===== src/rtl/bus_arb_pkg.sv =====
// rtl/bus_arb_pkg.sv - shared types and helpers for the multi-master bus arbiter
package bus_arb_pkg;

  typedef enum logic {
    IDLE = 1'b0,
    BUSY = 1'b1
  } arb_state_e;

  localparam int ARB_FIXED = 0;
  localparam int ARB_RR    = 1;

  function automatic int idx_width(input int n);
    return (n > 1) ? $clog2(n) : 1;
  endfunction

endpackage


===== src/rtl/bus_arb_picker.sv =====
// rtl/bus_arb_picker.sv - combinational winner selection, fixed priority or round-robin
module bus_arb_picker
  import bus_arb_pkg::*;
#(
  parameter int N     = 2,
  parameter int IDX_W = idx_width(N)
) (
  input  logic [N-1:0]     req_i,
  input  logic [IDX_W-1:0] rr_ptr_i,
  input  logic             mode_i,
  output logic [IDX_W-1:0] win_idx_o,
  output logic             any_req_o
);

  logic found;

  always_comb begin
    int j;
    win_idx_o = '0;
    found     = 1'b0;
    any_req_o = |req_i;
    j         = 0;
    if (mode_i) begin
      // scan upward from the pointer, wrapping at N
      for (int k = 0; k < N; k++) begin
        j = int'(rr_ptr_i) + k;
        if (j >= N) j = j - N;
        if (!found && req_i[j]) begin
          win_idx_o = IDX_W'(j);
          found     = 1'b1;
        end
      end
    end else begin
      for (int i = N - 1; i >= 0; i--) begin
        if (req_i[i]) win_idx_o = IDX_W'(i);
      end
    end
  end

endmodule


===== src/rtl/bus_arbiter.sv =====
// rtl/bus_arbiter.sv - N-master CPU bus arbiter with lock bursts and slave timeout
module bus_arbiter
  import bus_arb_pkg::*;
#(
  parameter int NUM_MASTERS    = 2,
  parameter int DATA_WIDTH     = 32,
  parameter int ADDR_WIDTH     = 32,
  parameter int ARB_MODE       = 0,
  parameter int TIMEOUT_CYCLES = 0,
  parameter int IDX_W          = idx_width(NUM_MASTERS)
) (
  input  logic                              clk,
  input  logic                              reset,
  input  logic [NUM_MASTERS-1:0]            mBusValid,
  input  logic [NUM_MASTERS-1:0]            mBusInstr,
  input  logic [NUM_MASTERS-1:0]            mBusWriteEnable,
  input  logic [NUM_MASTERS-1:0]            mBusLock,
  input  logic [NUM_MASTERS*ADDR_WIDTH-1:0] mAddress,
  input  logic [NUM_MASTERS*DATA_WIDTH-1:0] mDataOut,
  output logic [DATA_WIDTH-1:0]             mDataIn,
  output logic [NUM_MASTERS-1:0]            mBusReady,
  output logic [NUM_MASTERS-1:0]            mBusError,
  output logic                              sBusValid,
  output logic                              sBusInstr,
  output logic                              sBusWriteEnable,
  output logic [ADDR_WIDTH-1:0]             sAddress,
  output logic [DATA_WIDTH-1:0]             sDataOut,
  input  logic [DATA_WIDTH-1:0]             sDataIn,
  input  logic                              sBusReady,
  output logic                              grantValid,
  output logic [IDX_W-1:0]                  grantIdx
);

  localparam int TMO_W = (TIMEOUT_CYCLES > 0) ? $clog2(TIMEOUT_CYCLES + 1) : 1;
  localparam logic [TMO_W-1:0] TMO_LAST = TMO_W'((TIMEOUT_CYCLES > 0) ? TIMEOUT_CYCLES - 1 : 0);
  localparam logic [IDX_W-1:0] LAST_IDX = IDX_W'(NUM_MASTERS - 1);

  arb_state_e       state_q, state_d;
  logic [IDX_W-1:0] grant_q, grant_d;
  logic [IDX_W-1:0] rr_q, rr_d;
  logic [TMO_W-1:0] tmo_q, tmo_d;

  logic [IDX_W-1:0] win_idx;
  logic [IDX_W-1:0] rr_next;
  logic             any_req;
  logic             g_valid, g_instr, g_we, g_lock;
  logic             busy, done, tmo_hit;

  bus_arb_picker #(
    .N     (NUM_MASTERS),
    .IDX_W (IDX_W)
  ) u_picker (
    .req_i     (mBusValid),
    .rr_ptr_i  (rr_q),
    .mode_i    (ARB_MODE == ARB_RR),
    .win_idx_o (win_idx),
    .any_req_o (any_req)
  );

  always_comb begin
    g_valid  = 1'b0;
    g_instr  = 1'b0;
    g_we     = 1'b0;
    g_lock   = 1'b0;
    sAddress = '0;
    sDataOut = '0;
    for (int i = 0; i < NUM_MASTERS; i++) begin
      if (grant_q == IDX_W'(i)) begin
        g_valid  = mBusValid[i];
        g_instr  = mBusInstr[i];
        g_we     = mBusWriteEnable[i];
        g_lock   = mBusLock[i];
        sAddress = mAddress[i*ADDR_WIDTH +: ADDR_WIDTH];
        sDataOut = mDataOut[i*DATA_WIDTH +: DATA_WIDTH];
      end
    end
  end

  assign busy    = (state_q == BUSY);
  assign done    = busy && g_valid && sBusReady;
  // a ready arriving in the final timeout cycle still counts as a normal completion
  assign tmo_hit = (TIMEOUT_CYCLES > 0) && busy && g_valid && !sBusReady && (tmo_q == TMO_LAST);
  assign rr_next = (grant_q == LAST_IDX) ? '0 : grant_q + 1'b1;

  assign sBusValid       = busy && g_valid && !tmo_hit;
  assign sBusInstr       = g_instr;
  assign sBusWriteEnable = g_we;
  assign mDataIn         = sDataIn;
  assign grantValid      = busy;
  assign grantIdx        = grant_q;

  always_comb begin
    for (int i = 0; i < NUM_MASTERS; i++) begin
      mBusReady[i] = (grant_q == IDX_W'(i)) && (done || tmo_hit);
      mBusError[i] = (grant_q == IDX_W'(i)) && tmo_hit;
    end
  end

  always_comb begin
    state_d = state_q;
    grant_d = grant_q;
    rr_d    = rr_q;
    tmo_d   = tmo_q;
    case (state_q)
      IDLE: begin
        if (any_req) begin
          state_d = BUSY;
          grant_d = win_idx;
          tmo_d   = '0;
        end
      end
      BUSY: begin
        if (done) begin
          rr_d  = rr_next;
          tmo_d = '0;
          if (!g_lock) state_d = IDLE;
        end else if (tmo_hit) begin
          rr_d    = rr_next;
          tmo_d   = '0;
          state_d = IDLE;
        end else if (!g_valid) begin
          state_d = IDLE;
        end else if (TIMEOUT_CYCLES > 0) begin
          tmo_d = tmo_q + 1'b1;
        end
      end
      default: state_d = IDLE;
    endcase
  end

  always_ff @(posedge clk) begin
    if (!reset) begin
      state_q <= IDLE;
      grant_q <= '0;
      rr_q    <= '0;
      tmo_q   <= '0;
    end else begin
      state_q <= state_d;
      grant_q <= grant_d;
      rr_q    <= rr_d;
      tmo_q   <= tmo_d;
    end
  end

endmodule

===== config.mk =====
export PLATFORM = sky130hd
export DESIGN_NAME = bus_arbiter
export DESIGN_NICKNAME = d
export VERILOG_FILES = /design/src/rtl/bus_arb_pkg.sv /design/src/rtl/bus_arb_picker.sv /design/src/rtl/bus_arbiter.sv
export SDC_FILE = /design/constraint.sdc
export NUM_CORES = 1
export LEC_CHECK = 0
export CAP_MARGIN = 20
export CORE_AREA = 3 3 106 108
export DETAILED_ROUTE_END_ITERATION = 6
export DIE_AREA = 0 0 109 111
export PLACE_DENSITY = 0.7
export SLEW_MARGIN = 20
export SYNTH_ARGS = -nofsm -noshare
export SYNTH_HDL_FRONTEND = slang
export SYNTH_HIERARCHICAL = 1
export SYNTH_SLANG_ARGS = --single-unit

===== constraint.sdc =====
create_clock -name clk -period 1.9 [get_ports clk]
set_clock_uncertainty 0.2 [all_clocks]
set_input_delay 0.285 -clock clk [delete_from_list [all_inputs] [get_ports clk]]
set_output_delay 0.285 -clock clk [all_outputs]
set_load 0.01 [all_outputs]

==> results.json, run 1 <==
{
  "final_nets": 498,
  "cp_max_fo": 5,
  "h-tree-depth": 1,
  "core_area_um2": 10320,
  "arrival_ps": 1430,
  "first_pass_iters": 4,
  "clock_latency_ps": 210,
  "synth_cell_types": 18,
  "setup_viol": 6,
  "cp-end-kind": "primary output",
  "clock-sinks": 3,
  "cts_root_buffer": "clkbuf_8",
  "drtIter0Drc": 15,
  "synth-seq-cells": 3,
  "finalCritPeriodShare_pct": 100.9,
  "whs_ps": 370.0,
  "ios": 276,
  "outcome": "finished, violations left",
  "report.final.hold_viol_count": 0,
  "die_h_um": 111,
  "drtAntennaViolNets": 0,
  "setup_ws_ps": -17.02,
  "setup.worst_path.class": "reg2out",
  "drt-total-wl_um": 7602,
  "n_antenna_cell": 0,
  "synth-seq-area-share_pct": 4.873,
  "seqPwrFrac_pct": 6.4,
  "dpl-instance-area_um2": 3294,
  "p_sw_share_pct": 27.52,
  "drv_cap": 0,
  "die-area_um2": 12100,
  "netlist_instances": 129,
  "fin_crit_ps": 1917,
  "violations": "setup timing",
  "drv_slew": 0,
  "hold_class": "in2out",
  "cts_made_buffers": 3,
  "synth.area.top_cells": "mux2_2 (60%), buf_4 (21%), dfxtp_1 (4.9%)",
  "cts.reportedPaths.clkPinSlew_ps": 30,
  "worstPathRequired_ps": 1410,
  "area_delta_synth_final_pct": 199.0,
  "num_rows": 37,
  "grt_pass1_wl_um": 10220,
  "startpoint_type": "flip-flop",
  "die_x_um": 109,
  "netSwitchingPower_mw": 0.3118,
  "leakage_nw": 1.543,
  "max_freq_mhz": 521.6,
  "total_power_mw": 1.133,
  "gp_congestion": 0.7663,
  "final_area_um2": 3685,
  "rsz0062_at_grt": "yes",
  "pre_cts_ws_ps": -386.3,
  "drc": 0,
  "syn_area_um2": 1232,
  "grt_max_degree": 15,
  "p_int_mw": 0.8214,
  "peakVddDrop_uv": 120.9,
  "cts_tree": "built",
  "hpwlAfterDp_um": 5999,
  "antenna_found_initial": 0,
  "io_buffers": 209,
  "grt_util_all_layers_pct": 10.77,
  "pwr-share-comb_pct": 77.4,
  "overflow": 0,
  "final_util_pct": 35.69,
  "synth_warnings": 6,
  "grt_pass1_vias": 1891,
  "wl_per_cell_um": 16.45,
  "vias": 1702,
  "initial_core_util_pct": 11.94,
  "synth_top_area_share_pct": 60.30,
  "cts.path.max_buffers": 2,
  "p_per_area_nw_per_um2": 307.5,
  "syn_area_per_cell_um2": 9.554,
  "drive_above_1_share_pct": 46.32,
  "power.clock.fraction_pct": 16.1,
  "synth_top_area_cell": "mux2_2",
  "avgViaCountPerCell": 3.684
}
state kept, by name (all words and copies together), names as in the netlist:
register and cells:
grantIdx 1, grantValid 1, rr_q 1
path summary, 6_finish.rpt:
| kind | startpoint | end | slack [ps] | depth (start not counted) |
|---|---|---|---|---|
| setup / recovery | grantIdx$_SDFFE_PN0P_ | sAddress[15] | -20 | 4 |
| hold / removal | sDataIn[18] | mDataIn[18] | 370 | 0 |
| setup reg to reg | grantIdx$_SDFFE_PN0P_ | grantValid$_SDFF_PN0_ | 210 | 6 |
| hold reg to reg | grantIdx$_SDFFE_PN0P_ | grantIdx$_SDFFE_PN0P_ | 410 | 2 |
worst max-delay path, stage by stage (launching register included):
cell,delay [ps]
dfxtp_4,410
buf_12,150
buf_6,120
mux2_2,320
clkdlybuf4s15_2,220
per-layer routing:
layer	wire [um]	global-route usage [%]	vias to the layer above
met5	0	0	-
met4	107	2.694	0
met3	662	2.213	12
met2	4155	21.29	104
met1	2677	11.11	771
li1	-	-	815
layout by cell type, fill, tap and decap left out, types with 2 or more instances in the layout:
cell / synthesis / layout
dlygate4sd2_1: 0 / 5
dfxtp_1: 3 / 2
nand2_1: 2 / 2
clkdlybuf4s15_2: 0 / 2
buf_16: 0 / 2
o21a_1: 3 / 3
mux2i_1: 2 / 2
buf_12: 0 / 3
buf_4: 35 / 5
buf_6: 1 / 49
clkdlybuf4s15_1: 0 / 13
mux2_2: 66 / 34
clkbuf_16: 0 / 2
clkdlybuf4s50_1: 0 / 137
mux2_4: 0 / 32
clkbuf_8: 0 / 3
nor2b_1: 2 / 2
conb_1: 1 / 3
buf_2: 6 / 13
final cells by class:
class,instances,area [um^2]
Inverter,1,3.754
Multi-Input combinational cell,85,994.7
Fill cell,1048,6639
Tap cell,136,170.2
Sequential cell,3,63.81
Clock buffer,4,45.04
Timing Repair Buffer,233,2407
power groups by stage:
stage / logic (mW) / clock network [mW] / registers (mW)
after floorplan: 0.312 / 0 / 0.0725
after global placement: 0.782 / 0 / 0.0744
after detailed placement: 0.789 / 0 / 0.0742
after CTS: 0.789 / 0.190 / 0.0715
after global routing: 0.931 / 0.194 / 0.0734
final: 0.878 / 0.183 / 0.0726
per-stage QoR:
step                      TNS, ps  std cells
after CTS                   -2092        460
after detailed placement    -4083        443
after global routing        -1074        462
after global placement      -3965        443
after floorplan                 0        131
final                      -54.25        462
synthesized netlist by cell type:
library cell,number
buf_4,35
nor3_2,1
mux2i_2,1
buf_2,6
mux2i_1,2
conb_1,1
a21boi_1,1
inv_1,1
nand2_1,2
buf_6,1
o21a_1,3
mux2_2,66
or2_1,1
a211oi_1,1
nor2_1,1
dfxtp_1,3
and3_1,1
nor2b_1,2
repair_timing:
item                       4_1_cts  5_1_grt
buffers inserted                11        0
hold buffers                     0        0
setup endpoints to repair       69       46
gates resized for setup        242       88
pin swaps                        1        0
hold endpoints to repair         0        0
cloned                           2        2
kinds of logic (layout without fill, tap and decap cells):
logic type      count (synthesis)  in the layout  share of synthesized area [%]
mux                            69             69                          63.05
compound gates                  5              5                          3.046
simple gates                    8              8                          3.757
buf+inv                        43            238                          24.97
flops                           3              3                          4.873
other cells                     1              3                         0.3043
(Power assumes the default switching activity.)
==> inputs of run 2 (changes only) <==
==> constraint.sdc (replaced) <==
create_clock -name clk -period 1.9 [get_ports clk]
set_clock_uncertainty 0.2 [all_clocks]
set_input_delay 0.19 -clock clk [delete_from_list [all_inputs] [get_ports clk]]
set_output_delay 0.19 -clock clk [all_outputs]
set_load 0.01 [all_outputs]
==> run 2 against run 1 <==
Net effect:
- critical endpoint is now sDataOut[26]
- sequential power about the same
- total power is 12% lower
- the run still ends with setup timing left
- largest cell class unchanged
- flip-flop and latch count unchanged
- first-iteration DRC count up 33%
- global-route usage shrank 0.64 points
- critical path depth is the same
==> results.json, run 2 (synthesized netlist as in run 1, its figures left out) <==
{
  "peakVddDrop_uv": 133.8,
  "grt_util_all_layers_pct": 10.12,
  "startpoint_type": "flip-flop",
  "final_common_cell": "clkdlybuf4s50_1",
  "clock-sinks": 3,
  "wl_per_cell_um": 15.53,
  "p_per_area_nw_per_um2": 290.8,
  "antenna_found_initial": 0,
  "die_h_um": 111,
  "leakage_nw": 1.469,
  "cts.path.max_buffers": 2,
  "io_buffers": 209,
  "grt_max_degree": 28,
  "drv_cap": 0,
  "drc": 0,
  "gp_congestion": 0.7673,
  "core_area_um2": 10320,
  "die-area_um2": 12100,
  "report.final.hold_viol_count": 0,
  "setup_ws_ps": -28.64,
  "final_nets": 490,
  "clock_latency_ps": 210,
  "cts_tree": "built",
  "dp.cells": 443,
  "final_util_pct": 33.24,
  "first_pass_iters": 2,
  "cts_root_buffer": "clkbuf_8",
  "grt_pass1_wl_um": 9818,
  "n_fill_cell": 1066,
  "n_antenna_cell": 0,
  "max_freq_mhz": 518.5,
  "arrival_ps": 1540,
  "cp_max_fo": 12,
  "h-tree-depth": 1,
  "cp-end-kind": "primary output",
  "area_delta_synth_final_pct": 178.5,
  "hold_class": "in2out",
  "cts_made_buffers": 3,
  "final-instance-count-excl-fill": 454,
  "outcome": "finished, violations left",
  "drtAntennaViolNets": 0,
  "die_x_um": 109,
  "overflow": 0,
  "violations": "setup timing",
  "setup_viol": 33,
  "vias": 1648,
  "num_rows": 37,
  "cts.reportedPaths.clkPinSlew_ps": 30,
  "ios": 276,
  "multi_input_area_um2": 888.4,
  "worstPathRequired_ps": 1510,
  "crit_path_start": "grantIdx$_SDFFE_PN0P_",
  "drv_slew": 0,
  "avgViaCountPerCell": 3.630,
  "r2r-start": "grantIdx$_SDFFE_PN0P_",
  "final_cell_mix": "clkdlybuf4s50_1 (138), mux2_2 (66), dlygate4sd2_1 (52), dlymetal6s2s_1 (12), buf_4 (8)",
  "register_area_um2": 63.81,
  "drt-total-wl_um": 7049,
  "min_from": "sDataIn[18]",
  "hpwlAfterDp_um": 5935,
  "pre_cts_ws_ps": -217.2,
  "grt_pass1_vias": 1820,
  "initial_core_util_pct": 11.94,
  "rsz0062_at_grt": "yes",
  "drive_above_1_share_pct": 28.30,
  "finalCritPeriodShare_pct": 101.5,
  "drtIter0Drc": 20,
  "fin_crit_ps": 1929,
  "ctsHoldBuffers": 0,
  "setup.worst_path.class": "reg2out"
}
run 2: area by class of cell:
cell class,instances,share of cell area [%]
timing repair buffer,225,65.88
clock buffer,4,1.312
sequential,3,1.859
multi-input combinational,85,25.88
tap,136,4.958
inverter,1,0.1094
run 2: final timing paths:
kind / end / slack [ps] / depth (start not counted)
setup / recovery: sDataOut[26] / -30 / 4
hold / removal: mDataIn[18] / 180 / 0
setup reg to reg: grantValid$_SDFF_PN0_ / 290 / 5
hold reg to reg: rr_q$_SDFFE_PN0P_ / 380 / 2
run 2: timing repair:
| item | 4_1_cts | 5_1_grt |
|---|---|---|
| pin swaps | 0 | 0 |
| endpoints found under the hold margin | 0 | 0 |
| cloned | 0 | 3 |
| setup endpoints to repair | 69 | 47 |
| setup buffers | 1 | 3 |
| resized for setup | 64 | 21 |
run 2: worst max-delay path, stage by stage, from the launching register on:
cell	delay, ps
dfxtp_4	380
buf_4	150
clkbuf_16	160
mux2_2	330
dlygate4sd2_1	300
run 2: power breakdown:
part / leakage (nW) / switching (mW) / internal [mW]
clock: 0.0228 / 0.0392 / 0.143
combinational: 1.42 / 0.232 / 0.512
sequential: 0.0254 / 0.00522 / 0.0672
run 2: stage by stage:
stage	instance area [um^2]	TNS, ps	total power [mW]	hold WS [ps]
after floorplan	1240	0	0.3850	107.5
after CTS	3283	-1373	0.9892	180.1
final	3432	-460.2	0.9980	180.0
after detailed placement	3294	-591.6	0.8622	180.1
after global placement	3294	-511.2	0.8555	180.1
after global routing	3432	-2797	1.062	180.0
run 2: routing by layer:
| layer | up-vias | wire length (um) | global-route usage (%) |
|---|---|---|---|
| li1 | 798 | - | - |
| met3 | 10 | 675 | 2.388 |
| met1 | 738 | 2425 | 10.44 |
| met5 | - | 0 | 0 |
| met4 | 0 | 70 | 1.936 |
| met2 | 102 | 3878 | 20.11 |
==> inputs of run 3 (changes only) <==
--- a/config.mk
+++ b/config.mk
@@ -6,10 +6,10 @@
 export NUM_CORES = 1
 export LEC_CHECK = 0
 export CAP_MARGIN = 20
-export CORE_AREA = 3 3 106 108
+export CORE_AREA = 2 2 108 110
 export DETAILED_ROUTE_END_ITERATION = 6
-export DIE_AREA = 0 0 109 111
-export PLACE_DENSITY = 0.7
+export DIE_AREA = 0 0 110 112
+export PLACE_DENSITY = 0.67
 export SLEW_MARGIN = 20
 export SYNTH_ARGS = -nofsm -noshare
 export SYNTH_HDL_FRONTEND = slang
==> run 3 against run 2 <==
Net effect:
- the flow now finishes without violations
- maximum frequency is 2.5% higher
- clock-buffer cell count stayed put
- clock power is 84% higher
- routed wire length is 13% lower
- hold slack hardly changed
- total power is 13% higher
- critical path depth is 1 lower
- first-iteration DRC count is 20% lower
- sequential share of layout area hardly changed
- sequential power is 2% higher
- flip-flop and latch count stayed put
==> results.json, run 3 (synthesized netlist as in run 1, its figures left out) <==
{
  "netSwitchingPower_mw": 0.2838,
  "num_rows": 39,
  "cts.reportedPaths.clkPinSlew_ps": 30,
  "drv_cap": 0,
  "cp_max_fo": 24,
  "dpl-instance-area_um2": 3271,
  "final_common_cell": "clkdlybuf4s50_1",
  "ctsHoldBuffers": 0,
  "pre_cts_ws_ps": -146.6,
  "setup_ws_ps": 18.64,
  "report.final.hold_viol_count": 0,
  "r2r-end": "rr_q$_SDFFE_PN0P_",
  "antenna_found_initial": 0,
  "max_freq_mhz": 531.5,
  "io_buffers": 209,
  "clock_latency_ps": 220,
  "r2r-start": "grantIdx$_SDFFE_PN0P_",
  "avgViaCountPerCell": 3.572,
  "cts_root_buffer": "clkbuf_16",
  "grt_max_degree": 25,
  "n_fill_cell": 1165,
  "pwr-share-comb_pct": 63.8,
  "cp-end-kind": "primary output",
  "holdPathEnd": "mDataIn[21]",
  "worstPathRequired_ps": 1510,
  "final_nets": 482,
  "r2r_cells": 5,
  "drtAntennaViolNets": 0,
  "gp_congestion": 0.7571,
  "grt_pass1_wl_um": 8735,
  "fin_crit_ps": 1881,
  "power.clock.fraction_pct": 29.6,
  "rsz0062_at_grt": "yes",
  "hpwlAfterDp_um": 5155,
  "p_per_area_nw_per_um2": 334.6,
  "core_area_um2": 11170,
  "peakVddDrop_uv": 319.1,
  "clock-sinks": 3,
  "finalCritPeriodShare_pct": 99.02,
  "dp.cells": 446,
  "finalSetupTns_ps": 0,
  "cts_made_buffers": 3,
  "hold_class": "in2out",
  "final_cell_mix": "clkdlybuf4s50_1 (140), mux2_2 (65), clkdlybuf4s15_1 (42), dlygate4sd2_1 (25), buf_4 (4)",
  "leakage_nw": 1.295,
  "grt_util_all_layers_pct": 9.031,
  "die_h_um": 112,
  "h-tree-depth": 1,
  "grt_pass1_vias": 1730,
  "drc": 0,
  "drv_slew": 0,
  "cts_tree": "built",
  "outcome": "completed",
  "final-instance-count-excl-fill": 453,
  "first_pass_iters": 4,
  "overflow": 0,
  "wl_per_cell_um": 13.56,
  "drtIter0Drc": 16,
  "ios": 276,
  "setup.worst_path.class": "reg2out",
  "cts.path.max_buffers": 2,
  "initial_core_util_pct": 11.03,
  "drive_above_1_share_pct": 26.45,
  "area_delta_synth_final_pct": 173.4,
  "die_x_um": 110,
  "n_antenna_cell": 0,
  "crit_path_start": "grantIdx$_SDFFE_PN0P_",
  "setup_viol": 0,
  "vias": 1618,
  "die-area_um2": 12320,
  "seqPwrFrac_pct": 6.6,
  "startpoint_type": "flip-flop",
  "min_from": "sDataIn[21]",
  "rrSetupSlack_ps": 420,
  "p_int_mw": 0.8438,
  "whs_path_depth": 0,
  "p_sw_share_pct": 25.17,
  "final_area_um2": 3369,
  "drt-total-wl_um": 6141,
  "arrival_ps": 1490
}
[run 3: changes by cell type in the layout (fill, tap and decap cells not counted), sizes merged]
cell | before | now
clkdlybuf4s15 | 6 | 42
dlygate4sd2 | 52 | 25
dlymetal6s2s | 12 | 0
buf | 13 | 9
clkbuf | 8 | 5
clkdlybuf4s50 | 138 | 140
[run 3: stage by stage]
stage                     utilization (%)  power (mW)  hold slack [ps]
after floorplan                         -      0.3850            107.5
after global placement              29.27      0.8403            180.1
after detailed placement            29.27      0.8440            180.1
after CTS                           29.63       1.123            180.1
after global routing                30.15       1.192            180.0
final                               30.15       1.128            180.0
[run 3: power groups by stage]
stage,Sequential (mW),Combinational (mW),Clock [mW]
floorplan,0.0725,0.312,0
global placement,0.0731,0.767,0
detailed placement,0.0734,0.771,0
CTS,0.0741,0.709,0.341
global route,0.0749,0.766,0.350
finish,0.0740,0.720,0.334
[run 3: repair_timing]
action                                  CTS  global route
gates resized for setup                  77            44
pin swaps                                 0             0
cloned                                    1             0
endpoints found under the setup margin   69            48
buffers inserted                          1             1
[run 3: worst max-delay path by stage]
stage	endpoint	slack (ps)
finish	sDataOut[1]	20
global route	sDataOut[0]	-20
CTS	sAddress[19]	-10
detailed placement	mBusReady[1]	-150
global placement	mBusReady[1]	-110
floorplan	mBusReady[1]	370
[run 3: layout make-up]
class | count | area [um^2] | share of cell area [%]
Multi-Input combinational cell | 85 | 884.6 | 26.25
Clock buffer | 4 | 78.83 | 2.339
Tap cell | 143 | 178.9 | 5.310
Sequential cell | 3 | 63.81 | 1.894
Timing Repair Buffer | 217 | 2160 | 64.09
Inverter | 1 | 3.754 | 0.1114
[run 3: layer usage]
metal  track usage (%)  vias to the layer above  wire [um]
li1                  -                      782          -
met5                 0                        -          0
met2             17.75                      124       3280
met3             2.400                        4        634
met1             9.229                      708       2186
met4             1.941                        0         40
[run 3: critical path, stage by stage, from the launching register on]
cell	delay (ps)
dfxtp_4	410
buf_12	190
mux2_2	360
dlygate4sd2_1	290
